===== src/rtl/fp_mul_iter_ctrl_if.sv =====
// Operand/result handshake bundle for fp_mul_iter_ctrl.
// master = producer of operands / consumer of results, slave = the multiplier.
interface fp_mul_iter_ctrl_if;
  logic        in_valid;
  logic        in_ready;
  logic [31:0] op_a;
  logic [31:0] op_b;
  logic        out_valid;
  logic        out_ready;
  logic [31:0] result;
  logic [3:0]  flags;

  modport master (output in_valid, op_a, op_b, out_ready,
                  input  in_ready, out_valid, result, flags);
  modport slave  (input  in_valid, op_a, op_b, out_ready,
                  output in_ready, out_valid, result, flags);
endinterface


===== src/rtl/fp_mul_iter_ctrl.sv =====
// Iterative binary32 multiply controller feeding a DSP48E1 slice.
// The 24x24 significand product is built from two partial products
// (low 17 bits of mb, then high 7 bits with a 17-bit P shift-accumulate),
// then normalised, rounded and packed. One operation in flight.
// Build option: define FPMUL_RNE_EN for round-to-nearest-even; otherwise
// the result is truncated and overflow saturates to max finite.
module fp_mul_iter_ctrl #(
  parameter int DSP_LAT = 4
) (
  input  logic                clk,
  input  logic                rst,
  fp_mul_iter_ctrl_if.slave   bus,
  output logic [29:0]         dsp_a,
  output logic [17:0]         dsp_b,
  output logic [47:0]         dsp_c,
  output logic [6:0]          dsp_opmode,
  output logic [3:0]          dsp_alumode,
  output logic [4:0]          dsp_inmode,
  input  logic [47:0]         dsp_p
);
  localparam int CW = $clog2(DSP_LAT + 2);
  localparam logic [6:0]    OPM_LO  = 7'b000_0101;  // P = M
  localparam logic [6:0]    OPM_HI  = 7'b110_0101;  // P = (P>>17) + M
  localparam logic [CW-1:0] CYC_LO  = CW'(DSP_LAT - 2);
  localparam logic [CW-1:0] CYC_HI  = CW'(DSP_LAT - 1);
  localparam logic [CW-1:0] CYC_END = CW'(DSP_LAT);

  typedef enum logic [2:0] {S_IDLE, S_ISSUE_LO, S_ISSUE_HI, S_WAIT,
                            S_CAP_LO, S_CAP_HI, S_NORM, S_DONE} state_t;
  typedef enum logic [1:0] {SP_NONE, SP_NAN, SP_INF, SP_ZERO} spc_t;

  state_t        state_q;
  spc_t          spc_q, spc_in;
  logic [CW-1:0] cyc_q;
  logic          sign_q, in_ready_q, out_valid_q;
  logic [7:0]    ea_q, eb_q;
  logic [6:0]    mb_hi_q;
  logic [16:0]   lo17_q;
  logic [30:0]   hi31_q;
  logic [31:0]   result_q, res_d;
  logic [3:0]    flags_q, flg_d;
  logic [29:0]   dsp_a_q;
  logic [17:0]   dsp_b_q;
  logic [6:0]    opmode_q;

  // Operand classification at the acceptance edge
  logic [7:0]  ea_in, eb_in;
  logic [22:0] fa_in, fb_in;
  logic        a_nan, b_nan, a_inf, b_inf, a_zero, b_zero;
  logic [23:0] ma_in, mb_in;
  assign ea_in  = bus.op_a[30:23];
  assign eb_in  = bus.op_b[30:23];
  assign fa_in  = bus.op_a[22:0];
  assign fb_in  = bus.op_b[22:0];
  assign a_nan  = (&ea_in) & (|fa_in);
  assign b_nan  = (&eb_in) & (|fb_in);
  assign a_inf  = (&ea_in) & ~(|fa_in);
  assign b_inf  = (&eb_in) & ~(|fb_in);
  assign a_zero = (ea_in == 8'd0);
  assign b_zero = (eb_in == 8'd0);
  assign ma_in  = a_zero ? 24'd0 : {1'b1, fa_in};
  assign mb_in  = b_zero ? 24'd0 : {1'b1, fb_in};

  // Special-operand precedence: NaN / inf*0, then inf, then zero
  always_comb begin
    spc_in = SP_NONE;
    if (a_nan || b_nan || (a_inf && b_zero) || (b_inf && a_zero)) spc_in = SP_NAN;
    else if (a_inf || b_inf)                                       spc_in = SP_INF;
    else if (a_zero || b_zero)                                     spc_in = SP_ZERO;
  end

  // Normalise, round and pack the reassembled 48-bit product
  logic [47:0]       m;
  logic [22:0]       mant;
  logic              g, st, inc, inx;
  logic [23:0]       mant_r;
  logic signed [9:0] e_n, e_r;
  always_comb begin
    m    = {hi31_q, lo17_q};
    mant = m[45:23];
    g    = m[22];
    st   = |m[21:0];
    e_n  = $signed({2'b00, ea_q}) + $signed({2'b00, eb_q}) - 10'sd127;
    if (m[47]) begin
      mant = m[46:24];
      g    = m[23];
      st   = |m[22:0];
      e_n  = $signed({2'b00, ea_q}) + $signed({2'b00, eb_q}) - 10'sd126;
    end
`ifdef FPMUL_RNE_EN
    inc = g & (st | mant[0]);
`else
    inc = 1'b0;
`endif
    inx    = g | st;
    mant_r = {1'b0, mant} + {23'd0, inc};
    e_r    = mant_r[23] ? e_n + 10'sd1 : e_n;
    res_d  = {sign_q, e_r[7:0], mant_r[23] ? 23'd0 : mant_r[22:0]};
    flg_d  = {3'b000, inx};
    if (e_r >= 10'sd255) begin
`ifdef FPMUL_RNE_EN
      res_d = {sign_q, 8'hFF, 23'd0};
`else
      res_d = {sign_q, 31'h7F7F_FFFF};
`endif
      flg_d = 4'b0101;
    end else if (e_r <= 10'sd0) begin
      res_d = {sign_q, 31'd0};
      flg_d = {2'b00, 1'b1, inx};
    end
    case (spc_q)
      SP_NAN:  begin res_d = 32'h7FC0_0000;         flg_d = 4'b1000; end
      SP_INF:  begin res_d = {sign_q, 8'hFF, 23'd0}; flg_d = 4'b0000; end
      SP_ZERO: begin res_d = {sign_q, 31'd0};       flg_d = 4'b0000; end
      default: ;
    endcase
  end

  // Control FSM with registered DSP and handshake outputs
  always_ff @(posedge clk or negedge rst) begin
    if (!rst) begin
      state_q     <= S_IDLE;
      spc_q       <= SP_NONE;
      cyc_q       <= '0;
      sign_q      <= 1'b0;
      in_ready_q  <= 1'b1;
      out_valid_q <= 1'b0;
      ea_q        <= '0;
      eb_q        <= '0;
      mb_hi_q     <= '0;
      lo17_q      <= '0;
      hi31_q      <= '0;
      result_q    <= '0;
      flags_q     <= '0;
      dsp_a_q     <= '0;
      dsp_b_q     <= '0;
      opmode_q    <= '0;
    end else begin
      // OPMODE trails each A/B issue by DSP_LAT-2 cycles (OPMODEREG stage)
      opmode_q <= (cyc_q == CYC_LO) ? OPM_LO : (cyc_q == CYC_HI) ? OPM_HI : 7'd0;
      case (state_q)
        S_IDLE: if (bus.in_valid) begin
          sign_q     <= bus.op_a[31] ^ bus.op_b[31];
          ea_q       <= ea_in;
          eb_q       <= eb_in;
          spc_q      <= spc_in;
          mb_hi_q    <= mb_in[23:17];
          dsp_a_q    <= {6'd0, ma_in};
          dsp_b_q    <= {1'b0, mb_in[16:0]};
          in_ready_q <= 1'b0;
          cyc_q      <= CW'(1);
          state_q    <= S_ISSUE_LO;
        end
        S_ISSUE_LO: begin
          dsp_b_q <= {11'd0, mb_hi_q};
          cyc_q   <= cyc_q + CW'(1);
          state_q <= S_ISSUE_HI;
        end
        S_ISSUE_HI: begin
          dsp_a_q <= '0;
          dsp_b_q <= '0;
          cyc_q   <= cyc_q + CW'(1);
          state_q <= S_WAIT;
        end
        S_WAIT: begin
          cyc_q <= cyc_q + CW'(1);
          if (cyc_q == CYC_END) state_q <= S_CAP_LO;
        end
        S_CAP_LO: begin
          lo17_q  <= dsp_p[16:0];
          state_q <= S_CAP_HI;
        end
        S_CAP_HI: begin
          hi31_q  <= dsp_p[30:0];
          state_q <= S_NORM;
        end
        S_NORM: begin
          result_q    <= res_d;
          flags_q     <= flg_d;
          out_valid_q <= 1'b1;
          state_q     <= S_DONE;
        end
        S_DONE: if (bus.out_ready) begin
          out_valid_q <= 1'b0;
          in_ready_q  <= 1'b1;
          cyc_q       <= '0;
          state_q     <= S_IDLE;
        end
        default: state_q <= S_IDLE;
      endcase
    end
  end

  // Upper P bits never carry product information (product < 2^48)
  logic unused_p;
  assign unused_p = ^dsp_p[47:31];

  assign bus.in_ready  = in_ready_q;
  assign bus.out_valid = out_valid_q;
  assign bus.result    = result_q;
  assign bus.flags     = flags_q;
  assign dsp_a         = dsp_a_q;
  assign dsp_b         = dsp_b_q;
  assign dsp_c         = 48'd0;
  assign dsp_opmode    = opmode_q;
  assign dsp_alumode   = 4'b0000;
  assign dsp_inmode    = 5'b00000;
endmodule


===== src/flat_wrapper.sv =====
// flat-port wrapper written by rule: the top's interface ports become plain ports
module fp_mul_iter_ctrl_flat 
#(
  parameter int DSP_LAT = 4
)
  (clk, rst, dsp_a, dsp_b, dsp_c, dsp_opmode, dsp_alumode, dsp_inmode, dsp_p, bus_in_valid, bus_op_a, bus_op_b, bus_out_ready, bus_in_ready, bus_out_valid, bus_result, bus_flags);
  fp_mul_iter_ctrl_if bus_i ();
  input  logic clk;
  input  logic rst;
  output logic [29:0] dsp_a;
  output logic [17:0] dsp_b;
  output logic [47:0] dsp_c;
  output logic [6:0] dsp_opmode;
  output logic [3:0] dsp_alumode;
  output logic [4:0] dsp_inmode;
  input  logic [47:0] dsp_p;
  input wire logic [$bits(bus_i.in_valid)-1:0] bus_in_valid;
  input wire logic [$bits(bus_i.op_a)-1:0] bus_op_a;
  input wire logic [$bits(bus_i.op_b)-1:0] bus_op_b;
  input wire logic [$bits(bus_i.out_ready)-1:0] bus_out_ready;
  output wire logic [$bits(bus_i.in_ready)-1:0] bus_in_ready;
  output wire logic [$bits(bus_i.out_valid)-1:0] bus_out_valid;
  output wire logic [$bits(bus_i.result)-1:0] bus_result;
  output wire logic [$bits(bus_i.flags)-1:0] bus_flags;
  assign bus_i.in_valid = bus_in_valid;
  assign bus_i.op_a = bus_op_a;
  assign bus_i.op_b = bus_op_b;
  assign bus_i.out_ready = bus_out_ready;
  assign bus_in_ready = bus_i.in_ready;
  assign bus_out_valid = bus_i.out_valid;
  assign bus_result = bus_i.result;
  assign bus_flags = bus_i.flags;
  fp_mul_iter_ctrl #(.DSP_LAT(DSP_LAT)) u_core (.clk(clk), .rst(rst), .bus(bus_i), .dsp_a(dsp_a), .dsp_b(dsp_b), .dsp_c(dsp_c), .dsp_opmode(dsp_opmode), .dsp_alumode(dsp_alumode), .dsp_inmode(dsp_inmode), .dsp_p(dsp_p));
endmodule

===== config.mk =====
export PLATFORM = sky130hd
export DESIGN_NAME = fp_mul_iter_ctrl_flat
export DESIGN_NICKNAME = d
export VERILOG_FILES = /design/src/rtl/fp_mul_iter_ctrl_if.sv /design/src/rtl/fp_mul_iter_ctrl.sv /design/src/flat_wrapper.sv
export SDC_FILE = /design/constraint.sdc
export NUM_CORES = 1
export LEC_CHECK = 0
export CORE_MARGIN = 8
export CORE_UTILIZATION = 45
export CTS_BUF_LIST = sky130_fd_sc_hd__clkbuf_4
export CTS_CLUSTER_DIAMETER = 120
export CTS_CLUSTER_SIZE = 20
export DETAILED_ROUTE_END_ITERATION = 6
export GPL_ROUTABILITY_DRIVEN = 1
export GPL_TIMING_DRIVEN = 1
export PLACE_DENSITY = 0.78
export SETUP_SLACK_MARGIN = 0.1
export SLEW_MARGIN = 20
export SYNTH_ARGS = -nofsm -noshare
export SYNTH_HDL_FRONTEND = slang
export SYNTH_SLANG_ARGS = --single-unit
export TNS_END_PERCENT = 20

===== constraint.sdc =====
create_clock -name clk -period 3.9 [get_ports clk]
set_input_delay 0.78 -clock clk [delete_from_list [all_inputs] [get_ports clk]]
set_output_delay 0.78 -clock clk [all_outputs]
set_load 0.01 [all_outputs]

==> report_table.html, run 1 <==
<table>
<tr><th>Metric</th><th>Value</th></tr>
<tr><th colspan="2">Routing</th></tr>
<tr><td>Remaining design rule violation count</td><td>0</td></tr>
<tr><td>Routed length per placed instance</td><td>around 18 um</td></tr>
<tr><td>Average via count per standard cell</td><td>about 5.4</td></tr>
<tr><td>Post-route ant nets</td><td>0</td></tr>
<tr><td>Total wire length</td><td>~21 mm</td></tr>
<tr><td>Detailed-router iteration count before antenna repair</td><td>4</td></tr>
<tr><td>Routed via count</td><td>roughly 6200</td></tr>
<tr><td>Iteration-0 DRC Markers</td><td>between 300 and 400</td></tr>
<tr><th colspan="2">Synth</th></tr>
<tr><td>Syn Area/Cell</td><td>11.3 um2</td></tr>
<tr><td>Post-Synth Adder-Cell Area</td><td>0.0358</td></tr>
<tr><td>Number of different library cells in the post-synthesis netlist</td><td>73</td></tr>
<tr><td>Async set or reset register ratio after synthesis</td><td>1.00</td></tr>
<tr><td>Post-synth top area cell</td><td>dfrtp_1</td></tr>
<tr><td>Synth Register Bits</td><td>~160</td></tr>
<tr><td>Number of warnings reported in the yosys synthesis log</td><td>0</td></tr>
<tr><td>Dominant cell by count in the synthesized netlist</td><td>dfrtp_1</td></tr>
<tr><td>Dominant cells by area after synthesis</td><td>dfrtp_1 49%, mux2_2 9.8%, buf_4 6.3%, nand2_1 3.9%, a221o_1 3.6%</td></tr>
<tr><td>Most numerous cell types in the synthesized netlist</td><td>160 x dfrtp_1, 86 x nand2_1, 72 x mux2_2</td></tr>
<tr><td>Post-Synth XOR/XNOR Area</td><td>0.0218</td></tr>
<tr><td>Sequential area share after synthesis</td><td>0.489</td></tr>
<tr><td>Synth Area in Compound Gates</td><td>0.148</td></tr>
<tr><td>Gate Count Post-Synth</td><td>between 700 and 800</td></tr>
<tr><td>Netlist area before placement</td><td>between 8000 and 9000 um2</td></tr>
<tr><td>Number of enable flip-flop cells after synthesis</td><td>0</td></tr>
<tr><td>Most instantiated flip-flop cell in the synthesis netlist</td><td>dfrtp_1</td></tr>
<tr><td>Simple-Gate Fraction of Synth Area</td><td>0.111</td></tr>
<tr><td>Main combinational cell family by area after synthesis</td><td>compound AO/OA/AOI/OAI gates</td></tr>
<tr><td>Mux share of post-synthesis cell area</td><td>0.102</td></tr>
<tr><td>Area share of the largest cell type after synthesis</td><td>0.485</td></tr>
<tr><th colspan="2">Floorplan</th></tr>
<tr><td>Io pins</td><td>266</td></tr>
<tr><td>Standard cell core area</td><td>~18000 um2</td></tr>
<tr><td># rows</td><td>49</td></tr>
<tr><td>Die boundary width</td><td>between 150 and 200 um</td></tr>
<tr><td>Initial Util</td><td>0.459</td></tr>
<tr><td>Chip Height</td><td>between 150 and 200 um</td></tr>
<tr><td>Die Area</td><td>~23000 um2</td></tr>
<tr><th colspan="2">Timing</th></tr>
<tr><td>Final clock skew</td><td>around 0.012 ns</td></tr>
<tr><td>Final Hold Fails</td><td>0</td></tr>
<tr><td>Worst hold margin</td><td>approximately 0.23 ns</td></tr>
<tr><td>Slew HR</td><td>0.446</td></tr>
<tr><td>Count of final max-slew check failures</td><td>0</td></tr>
<tr><td>Peak Freq</td><td>approximately 280 MHz</td></tr>
<tr><td>Setup repair after global routing missed its margin</td><td>false</td></tr>
<tr><td>Count of final setup violators</td><td>0</td></tr>
<tr><td>Setup tns final</td><td>0 ns</td></tr>
<tr><td>Final cycle utilization of the critical path</td><td>0.927</td></tr>
<tr><td>Worst Tran Pin Value</td><td>0.826 ns</td></tr>
<tr><td>Time the worst path needs with I/O delays and setup</td><td>about 3.6 ns</td></tr>
<tr><th colspan="2">Critical path</th></tr>
<tr><td>Standard cell with the maximum stage delay on the critical path</td><td>fa_1</td></tr>
<tr><td>Top Family by Delay on Critical Path</td><td>compound AO/OA/AOI/OAI gates</td></tr>
<tr><td>WP data arrival</td><td>between 4 and 5 ns</td></tr>
<tr><td>Setup CP Type</td><td>flop to flop</td></tr>
<tr><td>Data required time at the worst endpoint</td><td>roughly 4.4 ns</td></tr>
<tr><td>Kind of start point of the critical path</td><td>flop</td></tr>
<tr><td>Crit path max fanout</td><td>8</td></tr>
<tr><td>Buf/Inv on CP</td><td>3</td></tr>
<tr><td>Highest cell delay on the worst timing path</td><td>approximately 0.46 ns</td></tr>
<tr><td>Cells along the critical path</td><td>ha_1, inv_1, fa_1, inv_1, ha_1, nand2b_1, a21boi_4, xnor3_2, nand3b_1, a2111oi_4, and3_4, a311oi_4, clkbuf_4, a221o_1</td></tr>
<tr><td>Critical path endpoint category</td><td>flop</td></tr>
<tr><th colspan="2">Min path</th></tr>
<tr><td>Class of the tightest hold or removal check</td><td>input port to async pin</td></tr>
<tr><th colspan="2">Clocking</th></tr>
<tr><td>Clock tree from TritonCTS</td><td>built</td></tr>
<tr><td>Count of clock tree sinks</td><td>161</td></tr>
<tr><td>Worst-Skew Late Latency</td><td>~0.56 ns</td></tr>
<tr><td>Depth of the CTS H-tree</td><td>4</td></tr>
<tr><td>Hold-fix buffers, CTS</td><td>0</td></tr>
<tr><td>Buffer cell driving the clock tree root</td><td>clkbuf_4</td></tr>
<tr><td>Clock slew seen by the registers of the worst setup and hold paths</td><td>between 0.1 and 0.15 ns</td></tr>
<tr><td>Number of buffers created by CTS</td><td>17</td></tr>
<tr><td>Buffer depth of the longest clock path</td><td>2</td></tr>
<tr><th colspan="2">Finish</th></tr>
<tr><td>Post-layout instance count excluding filler cells</td><td>1151</td></tr>
<tr><td>Antenna cells</td><td>0</td></tr>
<tr><td>Layout cells sized above 1</td><td>0.154</td></tr>
<tr><td>Area growth syn-to-layout</td><td>24.9%</td></tr>
<tr><td>Post-layout nets</td><td>between 1000 and 1500</td></tr>
<tr><th colspan="2">GRT</th></tr>
<tr><td>Antenna violations before repair</td><td>0</td></tr>
<tr><td>First-pass GRT wire length</td><td>33.4 mm</td></tr>
<tr><td>Maximum number of pins on one net before global-route repair</td><td>between 70 and 80</td></tr>
<tr><td>All-layer global routing usage</td><td>0.185</td></tr>
<tr><td>Overall overflow remaining after global route</td><td>0</td></tr>
<tr><td>Vias in the first global route</td><td>between 6000 and 7000</td></tr>
<tr><th colspan="2">Run status</th></tr>
<tr><td>Status</td><td>finished clean</td></tr>
<tr><th colspan="2">Power and ir drop</th></tr>
<tr><td>Worst vdd ir</td><td>between 0.0003 and 0.0004 V</td></tr>
<tr><td>Power per standard cell area</td><td>a little over 800 nW/um2</td></tr>
<tr><td>Leakage power</td><td>roughly 0.0045 uW</td></tr>
<tr><th colspan="2">Placed design</th></tr>
<tr><td>Buffers on Ports</td><td>about 180</td></tr>
<tr><td>Half-perimeter wire length after placement</td><td>16.0 mm</td></tr>
<tr><td>Final Wtd Congestion</td><td>0.814</td></tr>
<tr><td>Number of placed instances, taps included</td><td>roughly 1100</td></tr>
<tr><th colspan="2">Flow run</th></tr>
<tr><td>Max-cap violations</td><td>0</td></tr>
</table>
[where the power goes]
group | internal [uW] | switching [uW] | leakage, uW
sequential | 2420 | 468 | 0.00202
combinational | 2310 | 2280 | 0.00240
clock | 327 | 579 | 0.000122
[layer usage]
metal  part of all wire  global-route usage
met1               0.42               0.233
met2               0.46               0.288
met3               0.10              0.0753
met4              0.010              0.0505
met5                  0                   0
[timing repair]
action,in CTS,in global routing
gates cloned,0,1
gates resized for setup,1,2
pin swaps,0,2
buffers inserted,0,4
endpoints found under the setup margin,1,17
[metrics by stage]
stage / utilization / setup slack (ns) / area (um2) / total power [uW]
2_1_floorplan: - / 0.590 / 8500 / 5990
3_3_place_gp: 0.557 / 0.270 / 10000 / 7310
3_5_place_dp: 0.557 / 0.123 / 10000 / 7460
4_1_cts: 0.571 / 0.142 / 10300 / 8380
5_1_grt: 0.573 / 0.108 / 10300 / 9030
6_report: 0.573 / 0.285 / 10300 / 8380
[layout by cell type (no fill, tap or decap), types with 3 or more instances in the layout]
cell type        Yosys  routed
nand2_1             86      86
conb_1               1      67
dfrtp_1            160     160
o31ai_1              3       3
or4_1                4       4
inv_1               17      17
a22o_1              34      34
nor2_1              33      33
and3_1               4       4
mux2i_1              3       3
clkbuf_4             0      21
nand3_1              6       6
o2111ai_1            3       3
a31oi_1              4       4
buf_4               69      14
nand2b_1             5       5
nand4_1              9       9
o21ai_0             22      22
clkinvlp_4           0       4
a21oi_1              9       9
a22oi_1              3       3
clkdlybuf4s50_1      0     180
mux2_2              72      72
xnor2_1              9       9
nor4_1              17      17
ha_1                22      22
a21o_1               6       6
a221o_1             30      30
nor3_1               8       7
a221oi_1             7       7
[kinds of logic after synthesis]
logic type / Yosys count
fa+ha+maj: 23
flops: 161
xor+xnor: 15
other cells: 1
mux: 75
compound gates: 144
buf+inv: 119
simple gates: 192
[path summary, 6_finish.rpt]
kind,start,to,cells past startpoint,slack [ns]
max,u_core.eb_q[0],u_core.bus.result[18],14,0.29
min,rst,u_core.bus.result[18],1,0.23
max reg2reg,u_core.eb_q[0],u_core.bus.result[18],14,0.29
min reg2reg,u_core.bus.result[31],u_core.bus.result[31],2,0.49
max in group asynchronous,rst,u_core.lo17_q[11],2,2.79
min in group clk,u_core.bus.result[31],u_core.bus.result[31],2,0.49
[cell type report]
| cell class | count | area [um2] |
|---|---|---|
| multi-input combinational | 516 | 3720 |
| fill | 1592 | 7660 |
| tap | 229 | 287 |
| clock buffer | 20 | 150 |
| timing repair buffer | 198 | 1960 |
| clock inverter | 10 | 90.1 |
| inverter | 17 | 63.8 |
| sequential | 161 | 4030 |
[registers in the layout, summed over array words and instances, names as in the netlist, 7 cells and up]
register / count
u_core.bus.result: 32
u_core.dsp_a: 24
u_core.mb_hi_q: 7
u_core.dsp_b: 17
u_core.lo17_q: 17
u_core.ea_q: 8
u_core.hi31_q: 31
u_core.eb_q: 8
[worst register-to-register path: cells and delay by family, from the launching register on]
family	cells	cell delay, ns
compound gates	4	0.94
simple gates	3	0.57
flops	1	0.40
buf+inv	3	0.45
fa+ha+maj	3	0.88
xor+xnor	1	0.29
Note: power is estimated with default switching activity, not from simulation.
==> run 2, diff against run 1 <==
CORE_UTILIZATION = 47   (was 45)
PLACE_DENSITY = 0.81   (was 0.78)
==> report_table.html, run 2 (synthesis gave the netlist of run 1 again) <==
<table>
<tr><th>Metric</th><th>Value</th></tr>
<tr><th colspan="2">Finish</th></tr>
<tr><td>Post-layout instance count excluding filler cells</td><td>roughly 1100</td></tr>
<tr><td>Antenna cells</td><td>0</td></tr>
<tr><td>Fin area</td><td>10300 um2</td></tr>
<tr><td>Filler Cells Inserted</td><td>between 1000 and 1500</td></tr>
<tr><td>Area growth syn-to-layout</td><td>25.0%</td></tr>
<tr><td>Commonest non-fill, non-tap cells in the layout</td><td>180 x clkdlybuf4s50_1, 160 x dfrtp_1, 86 x nand2_1</td></tr>
<tr><td>Max FFs per register</td><td>32</td></tr>
<tr><td>Layout cells sized above 1</td><td>0.154</td></tr>
<tr><td>Sequential Area</td><td>approximately 4000 um2</td></tr>
<tr><td>Most common cell after layout, fill and taps aside</td><td>clkdlybuf4s50_1</td></tr>
<tr><td>Footprint of the multi-input gates</td><td>roughly 3700 um2</td></tr>
<tr><td>Final Core Density</td><td>0.598</td></tr>
<tr><td>Post-layout nets</td><td>around 1100</td></tr>
<tr><th colspan="2">Placed design</th></tr>
<tr><td>Final Wtd Congestion</td><td>about 0.8</td></tr>
<tr><td>Dpl ws</td><td>between 0.1 and 0.15 ns</td></tr>
<tr><td>Half-perimeter wire length after placement</td><td>about 16 mm</td></tr>
<tr><td>Buffers on Ports</td><td>181</td></tr>
<tr><td>Number of placed instances, taps included</td><td>between 1000 and 1500</td></tr>
<tr><td>Cell area after placement</td><td>10000 um2</td></tr>
<tr><th colspan="2">GRT</th></tr>
<tr><td>Antenna violations before repair</td><td>0</td></tr>
<tr><td>First-pass GRT wire length</td><td>between 30 and 40 mm</td></tr>
<tr><td>Overall overflow remaining after global route</td><td>0</td></tr>
<tr><td>All-layer global routing usage</td><td>0.189</td></tr>
<tr><td>Maximum number of pins on one net before global-route repair</td><td>66</td></tr>
<tr><td>Vias in the first global route</td><td>between 6000 and 7000</td></tr>
<tr><th colspan="2">Critical path</th></tr>
<tr><td>Crit path max fanout</td><td>14</td></tr>
<tr><td>Data required time at the worst endpoint</td><td>4.35 ns</td></tr>
<tr><td>Highest cell delay on the worst timing path</td><td>around 0.45 ns</td></tr>
<tr><td>Cells along the critical path</td><td>ha_1, inv_1, fa_1, inv_1, ha_1, nand2b_1, a21boi_4, xnor3_2, nand3b_1, a2111oi_4, and3_4, a311oi_4, buf_2, a221o_1</td></tr>
<tr><td>Critical path endpoint category</td><td>flop</td></tr>
<tr><td>Setup CP Type</td><td>flop to flop</td></tr>
<tr><td>Standard cell with the maximum stage delay on the critical path</td><td>fa_1</td></tr>
<tr><td>Kind of start point of the critical path</td><td>flop</td></tr>
<tr><td>WP data arrival</td><td>roughly 4.1 ns</td></tr>
<tr><th colspan="2">Routing</th></tr>
<tr><td>Post-route ant nets</td><td>0</td></tr>
<tr><td>Average via count per standard cell</td><td>about 5.3</td></tr>
<tr><td>Routed via count</td><td>between 6000 and 7000</td></tr>
<tr><td>Detailed-router iteration count before antenna repair</td><td>4</td></tr>
<tr><td>Remaining design rule violation count</td><td>0</td></tr>
<tr><td>Iteration-0 DRC Markers</td><td>around 340</td></tr>
<tr><td>Total wire length</td><td>around 21 mm</td></tr>
<tr><td>Routed length per placed instance</td><td>18.1 um</td></tr>
<tr><th colspan="2">Floorplan</th></tr>
<tr><td>Io pins</td><td>approximately 270</td></tr>
<tr><td>Initial Util</td><td>0.479</td></tr>
<tr><td>Chip Height</td><td>148 um</td></tr>
<tr><td>Die boundary width</td><td>~150 um</td></tr>
<tr><td>Standard cell core area</td><td>17200 um2</td></tr>
<tr><td># rows</td><td>48</td></tr>
<tr><td>Die Area</td><td>22000 um2</td></tr>
<tr><th colspan="2">Clocking</th></tr>
<tr><td>Clock slew seen by the registers of the worst setup and hold paths</td><td>approximately 0.13 ns</td></tr>
<tr><td>Buffer depth of the longest clock path</td><td>2</td></tr>
<tr><td>Buffer cell driving the clock tree root</td><td>clkbuf_4</td></tr>
<tr><td>Count of clock tree sinks</td><td>roughly 160</td></tr>
<tr><td>Worst-Skew Late Latency</td><td>~0.56 ns</td></tr>
<tr><td>Hold-fix buffers, CTS</td><td>0</td></tr>
<tr><td>Number of buffers created by CTS</td><td>17</td></tr>
<tr><td>Depth of the CTS H-tree</td><td>4</td></tr>
<tr><td>Clock tree from TritonCTS</td><td>built</td></tr>
<tr><th colspan="2">Timing</th></tr>
<tr><td>Final cycle utilization of the critical path</td><td>0.927</td></tr>
<tr><td>Peak Freq</td><td>around 280 MHz</td></tr>
<tr><td>Final Hold Fails</td><td>0</td></tr>
<tr><td>Count of final max-slew check failures</td><td>0</td></tr>
<tr><td>Setup repair after global routing missed its margin</td><td>false</td></tr>
<tr><td>Setup tns final</td><td>0 ns</td></tr>
<tr><td>Worst Tran Pin Value</td><td>between 0.8 and 0.9 ns</td></tr>
<tr><td>Time the worst path needs with I/O delays and setup</td><td>between 3 and 4 ns</td></tr>
<tr><td>Final worst slack</td><td>about 0.28 ns</td></tr>
<tr><td>Slew HR</td><td>0.450</td></tr>
<tr><td>Final clock skew</td><td>0.0255 ns</td></tr>
<tr><td>Count of final setup violators</td><td>0</td></tr>
<tr><th colspan="2">Min path</th></tr>
<tr><td>Class of the tightest hold or removal check</td><td>input port to async pin</td></tr>
<tr><th colspan="2">Run status</th></tr>
<tr><td>Status</td><td>finished clean</td></tr>
<tr><th colspan="2">Power and ir drop</th></tr>
<tr><td>Leakage power</td><td>0.00456 uW</td></tr>
<tr><td>Worst vdd ir</td><td>about 0.00036 V</td></tr>
<tr><td>Power per standard cell area</td><td>a little over 800 nW/um2</td></tr>
<tr><th colspan="2">Flow run</th></tr>
<tr><td>Max-cap violations</td><td>0</td></tr>
</table>
==> run 2: through the flow <==
step,power [uW],hold WS [ns]
floorplan,5990,0.444
global placement,7300,0.459
detailed placement,7450,0.466
CTS,8390,0.172
global route,9000,0.182
finish,8350,0.186
==> run 2: routing by layer <==
layer | global-route usage | vias to the layer above | part of all wire
li1 | - | 2890 | -
met1 | 0.239 | 2935 | 0.43
met2 | 0.294 | 228 | 0.45
met3 | 0.0769 | 23 | 0.11
met4 | 0.0495 | 0 | 0.011
met5 | 0 | - | 0
==> run 2: cell type report <==
cell class                      instances  area share
Clock buffer                           18      0.0131
Clock inverter                         14      0.0114
Inverter                               17     0.00619
Multi-Input combinational cell        516       0.361
Sequential cell                       161       0.391
Tap cell                              225      0.0273
Timing Repair Buffer                  198       0.190
==> run 2: final timing paths <==
check                                      startpoint                    end  slack (ns)  depth (start not counted)
worst min-delay path                              rst  u_core.bus.result[18]        0.19                          1
worst max register to register         u_core.eb_q[0]   u_core.bus.result[2]        0.28                         14
max in group asynchronous                         rst        u_core.dsp_a[0]        2.80                          2
worst min register to register  u_core.bus.result[31]  u_core.bus.result[31]        0.49                          2
worst max-delay path                   u_core.eb_q[0]   u_core.bus.result[2]        0.28                         14
min in group clk                u_core.bus.result[31]  u_core.bus.result[31]        0.49                          2
==> run 2: power breakdown <==
group	switching, uW	leakage, uW	total (uW)	internal, uW
Clock	592	0.000133	911	319
Combinational	2240	0.00240	4530	2290
Sequential	485	0.00202	2910	2420
Total	3320	0.00456	8350	5030
==> run 2: worst max-delay path, delay by kind of cell, from the launching register on <==
family,cells,cell delay [ns]
AO/OA/AOI/OAI,4,0.94
adder cells (fa/ha/maj),3,0.87
buffers and inverters,3,0.43
flip-flops,1,0.41
AND/OR/NAND/NOR,3,0.58
XOR/XNOR,1,0.27
==> run 2: timing repair <==
item	in CTS	in global routing
pin swaps	1	3
gates resized for setup	0	2
setup buffers	0	5
setup endpoints to repair	6	25
endpoints found under the hold margin	0	0
cloned	0	1
